### config.mk
export PLATFORM = sky130hd
export DESIGN_NAME = data_mem_arbiter
export DESIGN_NICKNAME = d
export VERILOG_FILES = /design/src/rtl/data_mem_arb_pkg.sv /design/src/rtl/data_mem_arbiter_rr_pick2.sv /design/src/rtl/data_mem_arbiter.sv
export SDC_FILE = /design/constraint.sdc
export NUM_CORES = 1
export LEC_CHECK = 0
export ABC_AREA = 1
export BUFFER_PORTS_ARGS = -buffer_cell sky130_fd_sc_hd__buf_2
export CAP_MARGIN = 30
export CORE_AREA = 2 2 122 124
export DETAILED_ROUTE_END_ITERATION = 8
export DIE_AREA = 0 0 124 126
export MAX_ROUTING_LAYER = met4
export PLACE_DENSITY = 0.42
export SYNTH_ARGS = -nofsm -noshare
export SYNTH_HDL_FRONTEND = slang
export SYNTH_SLANG_ARGS = --single-unit
### constraint.sdc
create_clock -name clk -period 3.23 [get_ports clk]
set_clock_uncertainty 0.15 [all_clocks]
set_input_delay 0 -clock clk [delete_from_list [all_inputs] [get_ports clk]]
set_output_delay 0 -clock clk [all_outputs]
set_load 0.005 [all_outputs]
### src/rtl/data_mem_arb_pkg.sv
// Shared types and constants for the data-memory arbiter.
//   arb_state_t : arbitration state (free arbitration, or locked to m0 / m1)
//   M_CPU/M_DBG : master ids, also used as the bit index into the 2-bit req/gnt vectors
package data_mem_arb_pkg;

    typedef enum logic [1:0] {
        ARB   = 2'd0,
        LOCK0 = 2'd1,
        LOCK1 = 2'd2
    } arb_state_t;

    localparam logic M_CPU = 1'b0;
    localparam logic M_DBG = 1'b1;

endpackage

### src/rtl/data_mem_arbiter_rr_pick2.sv
// Combinational two-way grant picker.
//   req      in  [1:0]  request vector, bit N = master N (already masked during reset)
//   last_gnt in         id of the master that won the most recent transfer
//   state    in         arbitration state; a locked state restricts the grant to its owner
//   gnt      out [1:0]  one-hot or zero grant vector, never set without the matching req
module arb_rr_pick2
    import data_mem_arb_pkg::*;
(
    input  logic [1:0] req,
    input  logic       last_gnt,
    input  arb_state_t state,
    output logic [1:0] gnt
);

    always_comb begin
        gnt = 2'b00;
        case (state)
            LOCK0: gnt[M_CPU] = req[M_CPU];
            LOCK1: gnt[M_DBG] = req[M_DBG];
            default: begin
                if (req == 2'b11) begin
                    // Tie goes to whichever master did not win last time.
                    gnt = (last_gnt == M_CPU) ? 2'b10 : 2'b01;
                end else begin
                    gnt = req;
                end
            end
        endcase
    end

endmodule

### src/rtl/data_mem_arbiter.sv
// Shares one synchronous data-RAM port between the CPU data port (m0) and the
// debug/loader master (m1): round-robin arbitration, a bounded lock for atomic
// sequences, and routing of the 1-cycle-latency read data back to the reader.
//
// Ports
//   clk, rst                     clock, synchronous active-high reset
//   mN_req/addr/wdata/we/be/lock request side of master N (N = 0, 1)
//   mN_gnt                       request accepted this cycle (combinational)
//   mN_rvalid, mN_rdata          read response for master N, one cycle after its read
//   mem_addr/wdata/we/be         RAM command, all zero when no transfer
//   mem_rdata                    RAM read data, valid one cycle after the address
//
// State   | meaning
// --------+---------------------------------------------------------------
// ARB     | free arbitration, round-robin on ties
// LOCK0   | m0 owns the port; m1 stalls until unlock, m0 idle, or hold limit
// LOCK1   | m1 owns the port; m0 stalls until unlock, m1 idle, or hold limit
module data_mem_arbiter
    import data_mem_arb_pkg::*;
#(
    parameter int ADDR_W   = 32,
    parameter int DATA_W   = 32,
    parameter int MAX_HOLD = 4
) (
    input  logic                clk,
    input  logic                rst,

    input  logic                m0_req,
    input  logic [ADDR_W-1:0]   m0_addr,
    input  logic [DATA_W-1:0]   m0_wdata,
    input  logic                m0_we,
    input  logic [DATA_W/8-1:0] m0_be,
    input  logic                m0_lock,
    output logic                m0_gnt,
    output logic                m0_rvalid,
    output logic [DATA_W-1:0]   m0_rdata,

    input  logic                m1_req,
    input  logic [ADDR_W-1:0]   m1_addr,
    input  logic [DATA_W-1:0]   m1_wdata,
    input  logic                m1_we,
    input  logic [DATA_W/8-1:0] m1_be,
    input  logic                m1_lock,
    output logic                m1_gnt,
    output logic                m1_rvalid,
    output logic [DATA_W-1:0]   m1_rdata,

    output logic [ADDR_W-1:0]   mem_addr,
    output logic [DATA_W-1:0]   mem_wdata,
    output logic                mem_we,
    output logic [DATA_W/8-1:0] mem_be,
    input  logic [DATA_W-1:0]   mem_rdata
);

    localparam int CNT_W = $clog2(MAX_HOLD + 1);
    localparam logic [CNT_W-1:0] HOLD_LIMIT = CNT_W'(MAX_HOLD);

    arb_state_t       state, state_nxt;
    logic             last_gnt;
    logic [CNT_W-1:0] hold_cnt, hold_nxt, hold_inc;
    logic             resp_v, resp_id;

    logic [1:0] req, gnt;
    logic       xfer, xfer_id, xfer_we, xfer_lock;
    logic       own_id, own_req, own_lock, other_req;

    // Masking requests during reset keeps every grant and RAM strobe low
    // for the whole reset cycle, not just after the registers clear.
    assign req = rst ? 2'b00 : {m1_req, m0_req};

    arb_rr_pick2 u_pick (
        .req      (req),
        .last_gnt (last_gnt),
        .state    (state),
        .gnt      (gnt)
    );

    assign m0_gnt    = gnt[M_CPU];
    assign m1_gnt    = gnt[M_DBG];
    assign xfer      = |gnt;
    assign xfer_id   = gnt[M_DBG];
    assign xfer_we   = gnt[M_DBG] ? m1_we   : m0_we;
    assign xfer_lock = gnt[M_DBG] ? m1_lock : m0_lock;

    always_comb begin
        mem_addr  = '0;
        mem_wdata = '0;
        mem_we    = 1'b0;
        mem_be    = '0;
        if (gnt[M_CPU]) begin
            mem_addr  = m0_addr;
            mem_wdata = m0_wdata;
            mem_we    = m0_we;
            mem_be    = m0_be;
        end else if (gnt[M_DBG]) begin
            mem_addr  = m1_addr;
            mem_wdata = m1_wdata;
            mem_we    = m1_we;
            mem_be    = m1_be;
        end
    end

    // Owner-relative view of the lock so LOCK0 and LOCK1 share one exit rule.
    assign own_id    = (state == LOCK1);
    assign own_req   = own_id ? req[M_DBG] : req[M_CPU];
    assign own_lock  = own_id ? m1_lock    : m0_lock;
    assign other_req = own_id ? req[M_CPU] : req[M_DBG];
    assign hold_inc  = other_req ? hold_cnt + 1'b1 : hold_cnt;

    always_comb begin
        state_nxt = state;
        hold_nxt  = hold_cnt;
        case (state)
            LOCK0, LOCK1: begin
                if (!own_req) begin
                    state_nxt = ARB;
                    hold_nxt  = '0;
                end else if (!own_lock || hold_inc == HOLD_LIMIT) begin
                    // The owner is granted this cycle. Because last_gnt follows that
                    // grant, a forced exit hands the next tie to the starved master.
                    state_nxt = ARB;
                    hold_nxt  = '0;
                end else begin
                    hold_nxt  = hold_inc;
                end
            end
            default: begin
                state_nxt = ARB;
                if (xfer && xfer_lock) begin
                    state_nxt = xfer_id ? LOCK1 : LOCK0;
                    hold_nxt  = '0;
                end
            end
        endcase
    end

    always_ff @(posedge clk) begin
        if (rst) begin
            state    <= ARB;
            last_gnt <= M_DBG;
            hold_cnt <= '0;
            resp_v   <= 1'b0;
            resp_id  <= M_CPU;
        end else begin
            state    <= state_nxt;
            hold_cnt <= hold_nxt;
            resp_v   <= xfer & ~xfer_we;
            resp_id  <= xfer_id;
            if (xfer) begin
                last_gnt <= xfer_id;
            end
        end
    end

    // A response pending when reset arrives is dropped, not delivered.
    assign m0_rvalid = ~rst & resp_v & (resp_id == M_CPU);
    assign m1_rvalid = ~rst & resp_v & (resp_id == M_DBG);
    assign m0_rdata  = m0_rvalid ? mem_rdata : '0;
    assign m1_rdata  = m1_rvalid ? mem_rdata : '0;

endmodule
==> Yosys cells after proc, flatten, opt, wreduce, memory -nomap -nowiden <==
Index checks and enable logic that the tools add are counted.
{ "op_classes": {"muxes": 30, "reduce_logical": 6, "n_bitwise": 7, "n_addsub": 1, "eq_ne": 5} }
{ "ops": {"columns": ["cell", "n"], "rows": [
  ["$mux 32", 6],
  ["$mux 2", 8],
  ["$mux 3", 5],
  ["$mux 4", 2],
  ["$mux 1", 7],
  ["$and 1x1->1", 4],
  ["$eq 2x2->1 const B", 2],
  ["$pmux 1 s2", 2],
  ["$reduce_or 2->1", 2],
  ["$add 3x1->3 const B", 1],
  ["$eq 3x3->1 const B", 1],
  ["$ne 3x3->1 const B", 1],
  ["$not 1->1", 3],
  ["$eq 2x1->1 const B", 1],
  ["$reduce_bool 2->1", 1],
  ["$logic_and 1x1->1", 1],
  ["$logic_not 1->1", 1],
  ["$logic_or 1x1->1", 1]
]} }
{ "word_totals": {"wordCells": 54, "register_bits": 8, "in_bits": 176, "output_inout_bits": 137} }

==> Depth between registers and ports, before layout <==
{ "depth": {"depth_word": 8, "ltp_mapped": 11, "ltp_nobuf": 11} }

==> Hierarchy <==
Synthesis repeated with hierarchy kept, for this count alone.
{ "hier_totals": {"hier_cells": 417, "hier_area_um2": 1978.1} }
{ "modules_own_cells": {"columns": ["module", "n_inst", "area_each_um2", "cells_per_inst", "seq_area_each_um2"], "rows": [
  ["data_mem_arbiter", 1, 1905.6, 403, 160.2],
  ["arb_rr_pick2", 1, 72.6, 14, 0.0]
]} }

==> Least setup slack after synthesis <==
Ideal clock, no wire load.
{ "synth_path": {"path_type": "reg2reg", "start": "register state[0]", "end": "register hold_cnt[0]", "setup_time_ns": 0.111, "synth_period_minus_slack_ns": 1.750, "stages_incl_launch_ff": 11, "path_slack_ns": 1.480, "arrival_time_ns": 1.489, "path_cell_list": "dfxtp_1 inv_1 ha_1 inv_2 nand2_1 nand2_1 nor2_4 nand3_2 and2_1 nor2_1 nor2_1"} }
{ "synth_via": {"elab_chain_cells": 8, "elab_cells_between_ends": 19, "cone_classes": "3 x eq/ne; 10 x mux; 6 x reduce/logical"} }
{ "synth_rtl": {"columns": ["item", "line_no", "source"], "rows": [
  ["from (decl)", "data_mem_arbiter.sv:58", "arb_state_t state, state_nxt;"],
  ["from (signal assigned)", "data_mem_arbiter.sv:145", "state <= state_nxt;"],
  ["$eq 2x2->1", "data_mem_arbiter_rr_pick2.sv:17, data_mem_arbiter.sv:104, data_mem_arbiter.sv:113", null],
  ["$mux 1", "data_mem_arbiter.sv:107", "assign other_req = own_id ? req[M_CPU] : req[M_DBG];"],
  ["$mux 3", "data_mem_arbiter.sv:108", "assign hold_inc = other_req ? hold_cnt + 1'b1 : hold_cnt;"],
  ["$eq 3x3->1", "data_mem_arbiter.sv:118", "end else if (!own_lock || hold_inc == HOLD_LIMIT) begin"],
  ["$logic_or 1x1->1", "data_mem_arbiter.sv:118", null],
  ["$mux 3", "data_mem_arbiter.sv:118", null],
  ["$mux 3", "data_mem_arbiter.sv:115", "if (!own_req) begin"],
  ["$mux 3", "data_mem_arbiter.sv:113", "case (state)"],
  ["to (signal assigned)", "data_mem_arbiter.sv:146", "hold_cnt <= hold_nxt;"],
  ["to (decl)", "data_mem_arbiter.sv:60", "logic [CNT_W-1:0] hold_cnt, hold_nxt, hold_inc;"]
]} }
Parallel ways exist; a longest one is shown, timed or not.
A chain may end at the register's enable or synchronous reset.

==> Final worst setup path <==
{ "layout_path": {"start": "register state[0]", "end": "register resp_v"} }
{ "layout_via": {"elab_chain_cells": 5, "elab_cells_between_ends": 8, "cone_classes": "2 x eq/ne; 3 x mux; 2 x bitwise; 1 x reduce/logical"} }
{ "layout_rtl": {"columns": ["item", "line_no", "source"], "rows": [
  ["$eq 2x2->1 / $eq 2x1->1 (equally long branches)", "data_mem_arbiter_rr_pick2.sv:17", "case (state)"],
  ["$pmux 1 s2", "data_mem_arbiter_rr_pick2.sv:17", null],
  ["$mux 1", "data_mem_arbiter.sv:82", "assign xfer_we = gnt[M_DBG] ? m1_we : m0_we;"],
  ["$not 1->1", "data_mem_arbiter.sv:147", "resp_v <= xfer & ~xfer_we;"],
  ["$and 1x1->1 *", "data_mem_arbiter.sv:147", null],
  ["to (signal assigned)", "data_mem_arbiter.sv:147", null],
  ["to (decl)", "data_mem_arbiter.sv:61", "logic resp_v, resp_id;"]
]} }
Every way passes the cells marked *; elsewhere a longest branch is shown, timed or not.

==> results by group <==
Die
  • CORE AREA: 0.0143 mm²
  • # IOs: 313
  • Die Footprint: 0.0156 mm²
  • Starting density of the core: 0.134
  • # rows: 44
  • Die height: 126 µm
  • Die width: 124 µm

GRT
  • Gr ovfl total: 0
  • GR peak layer: met2
  • First-pass GRT wire length: 15000 µm
  • Vias in the first global route: 3281
  • GRT Util Overall: 0.123
  • M1 GR Usage: 0.119
  • Initial antenna violation count: 0
  • GR Util met2: 0.253
  • Largest net degree at the start of global routing: 50
  • Met3 GRT Util: 0.0122

Route
  • WL final: 10300 µm
  • DR pass1 iterations: 5
  • Vias/cell: 3.99
  • Drt wl/cell: 11.3 µm
  • Starting DRT DRC Count: 97
  • Post-route ant nets: 0
  • Vias: 3605
  • DRC viols: 0

Clock network
  • CTS tree: done
  • Clock latency on the worst-skew pair: 0.24 ns
  • H-tree depth: 1
  • Number of buffers created by CTS: 3
  • Clk root buf: clkbuf_16
  • CTS Buffer Depth: 2
  • Setup Buffers After CTS: 0
  • Gates resized, CTS repair: 0
  • Clock slew at reported path FFs: 0.04 ns
  • Clock sink total: 8
  • Hold buffer count at CTS: 5

Final layout
  • Seq. cell area: 160 µm²
  • Final #Nets: 901
  • Area Growth Syn to Fin: 95.9%
  • Final Cell Area: 0.00375 mm²
  • Fin util: 0.262
  • Ratio of cells with drive above 1 in the final layout: 0.456
  • Fillcell total: 1677
  • Multi-input logic area: 0.00142 mm²
  • Commonest cells after routing, fill and taps aside: buf_2 (312), nand2_1 (154), nand3_1 (84)
  • Antenna diodes: 0
  • Most common cell after layout, fill and taps aside: buf_2

Yosys
  • Synth warnings: 0
  • Largest family of logic cells by synthesized area: simple AND/OR/NAND/NOR gates
  • Post-synthesis xor/xnor area fraction: 0.00458
  • Synth Cell Area: 0.00191 mm²
  • Unique masters post-synth: 22
  • Adder-cell share of the synthesized area: 0.0196
  • Simple-gate area share of the yosys netlist: 0.702
  • Synth Register Bits: 8
  • Sequential share of the synthesized area: 0.0838
  • Post-synthesis mux area share: 0
  • Syn Area/Cell: 4.54 µm²
  • Syn nets: 600
  • Mapped Cells: 421
  • Post-synthesis compound-gate area fraction: 0.0157

Worst hold path
  • Hold Crit Class: primary input to register
  • Worst hold path depth: 4
  • Worst hold endpoint: resp_id$_SDFF_PP0_
  • Hold path start: m0_req

STA
  • Setup_tns: 0 ns
  • Final Hold Vio Count: 0
  • Period utilization: 0.829
  • RSZ-0062 raised after global routing: no
  • Final setup violating endpoints: 0
  • Final Max Tran Viols: 0
  • Achievable frequency: 373 MHz
  • Slew @ Worst Pin: 0.934 ns
  • Min cycle time layout: 2.68 ns
  • Slew margin rel.: 0.376

Placed design
  • Input/output buffers: 312
  • Routability congestion estimate from global placement: 0.767
  • Dpl hpwl: 8460 µm
  • Placed cell areas: 0.00362 mm²

Power and ir drop
  • Maximum vdd ir drop: 0.0944 mV
  • Logic pwr share: 0.567
  • Clk pwr share: 0.284
  • Net Sw Frac: 0.380
  • Reg power frac: 0.149
  • Internal Dissipation: 465 µW
  • Static leakage: 0.00268 µW
  • Net Switching: 285 µW
  • Power per Cell Area: 200 mW/mm²

Critical path
  • Worst Setup End Kind: register
  • Worst r2r src: state[0]$_SDFFE_PP0P_
  • Arrival time at the worst endpoint: 2.71 ns
  • Setup CP Type: register to register
  • Worst Path Max Fanout: 45
  • Worst Setup SP: state[0]$_SDFFE_PP0P_
  • R2R Setup Slk: 0.55 ns
  • Worst R2R End: resp_v$_SDFF_PP0_
  • R2R depth: 10
  • Required time worst endpoint: 3.26 ns
  • Crit start category: register

Status
  • Status: complete, no violations

Run
  • Max-cap violation count: 0
-- worst max-delay path, cell delays in order, from the launching register on --
cell           delay (ns)
dfxtp_1              0.34
inv_1                0.05
ha_1                 0.38
nor2_1               0.09
nor2_1               0.17
nand2_2              0.15
inv_2                0.08
buf_4                0.39
nor2_1               0.08
a211oi_1             0.17
dlygate4sd3_1        0.57
-- power by group through the flow --
stage / Clock, µW / Combinational [µW] / Sequential [µW]
finish: 213 / 426 / 112
global route: 224 / 487 / 112
CTS: 219 / 433 / 112
detailed placement: 0 / 426 / 113
global placement: 0 / 433 / 113
floorplan: 0 / 199 / 112
-- stage by stage --
stage | cells | total power [µW] | hold slack (ns) | worst slack (ns)
2_1_floorplan | 421 | 311 | -0.106 | 1.48
4_1_cts | 904 | 764 | 0.0795 | 0.528
6_report | 904 | 750 | 0.0778 | 0.551
3_5_place_dp | 896 | 539 | 0.104 | 1.03
3_3_place_gp | 896 | 547 | 0.109 | 1.05
5_1_grt | 904 | 823 | 0.123 | 0.379
-- registers in the layout, summed over array words and instances, names as in the netlist --
signal and cells:
resp_id 1, resp_v 1, hold_cnt 3, last_gnt 1
state 2
-- worst max path at each step --
stage,cells after the start,end,slack (ns)
after global placement,10,mem_addr[15],1.05
after floorplan,10,hold_cnt[0]$_SDFFE_PP0P_,1.48
after global routing,10,resp_v$_SDFF_PP0_,0.38
final,10,resp_v$_SDFF_PP0_,0.55
after CTS,10,resp_v$_SDFF_PP0_,0.53
after detailed placement,9,resp_v$_SDFF_PP0_,1.03
-- Yosys cell counts, drive strengths merged --
library cell    n  area (µm²)
clkbuf          6        22.5
nor3            2        10.0
a21oi           1        5.00
o21ai           2        10.0
and2            1        6.26
buf            21         105
nand3          85         430
nand4           1        6.26
nand2         155         584
dfxtp           8         160
inv            55         206
ha              3        37.5
o211ai          1        7.51
nand3b          1        7.51
xnor2           1        8.76
a211oi          1        7.51
nor2           77         297
-- routing by layer --
metal,part of all wire,up-vias
met5,0,-
met4,0.0095,0
li1,-,1880
met1,0.37,1522
met2,0.53,196
met3,0.091,7
-- cell type report --
class / instances / area share
repair buffers: 323 / 0.442
well taps: 184 / 0.0615
multi-input cells: 331 / 0.378
flip-flops and latches: 8 / 0.0428
clock buffers: 3 / 0.0200
inverters: 55 / 0.0551
-- kinds of logic (layout without fill, tap and decap cells) --
group / count (synthesis) / in the layout
AND/OR/NAND/NOR: 322 / 322
buffers and inverters: 82 / 381
flip-flops: 8 / 8
AO/OA/AOI/OAI: 5 / 5
adder cells (fa/ha/maj): 3 / 3
XOR/XNOR: 1 / 1
No activity file was read; power rests on OpenSTA's default activity.
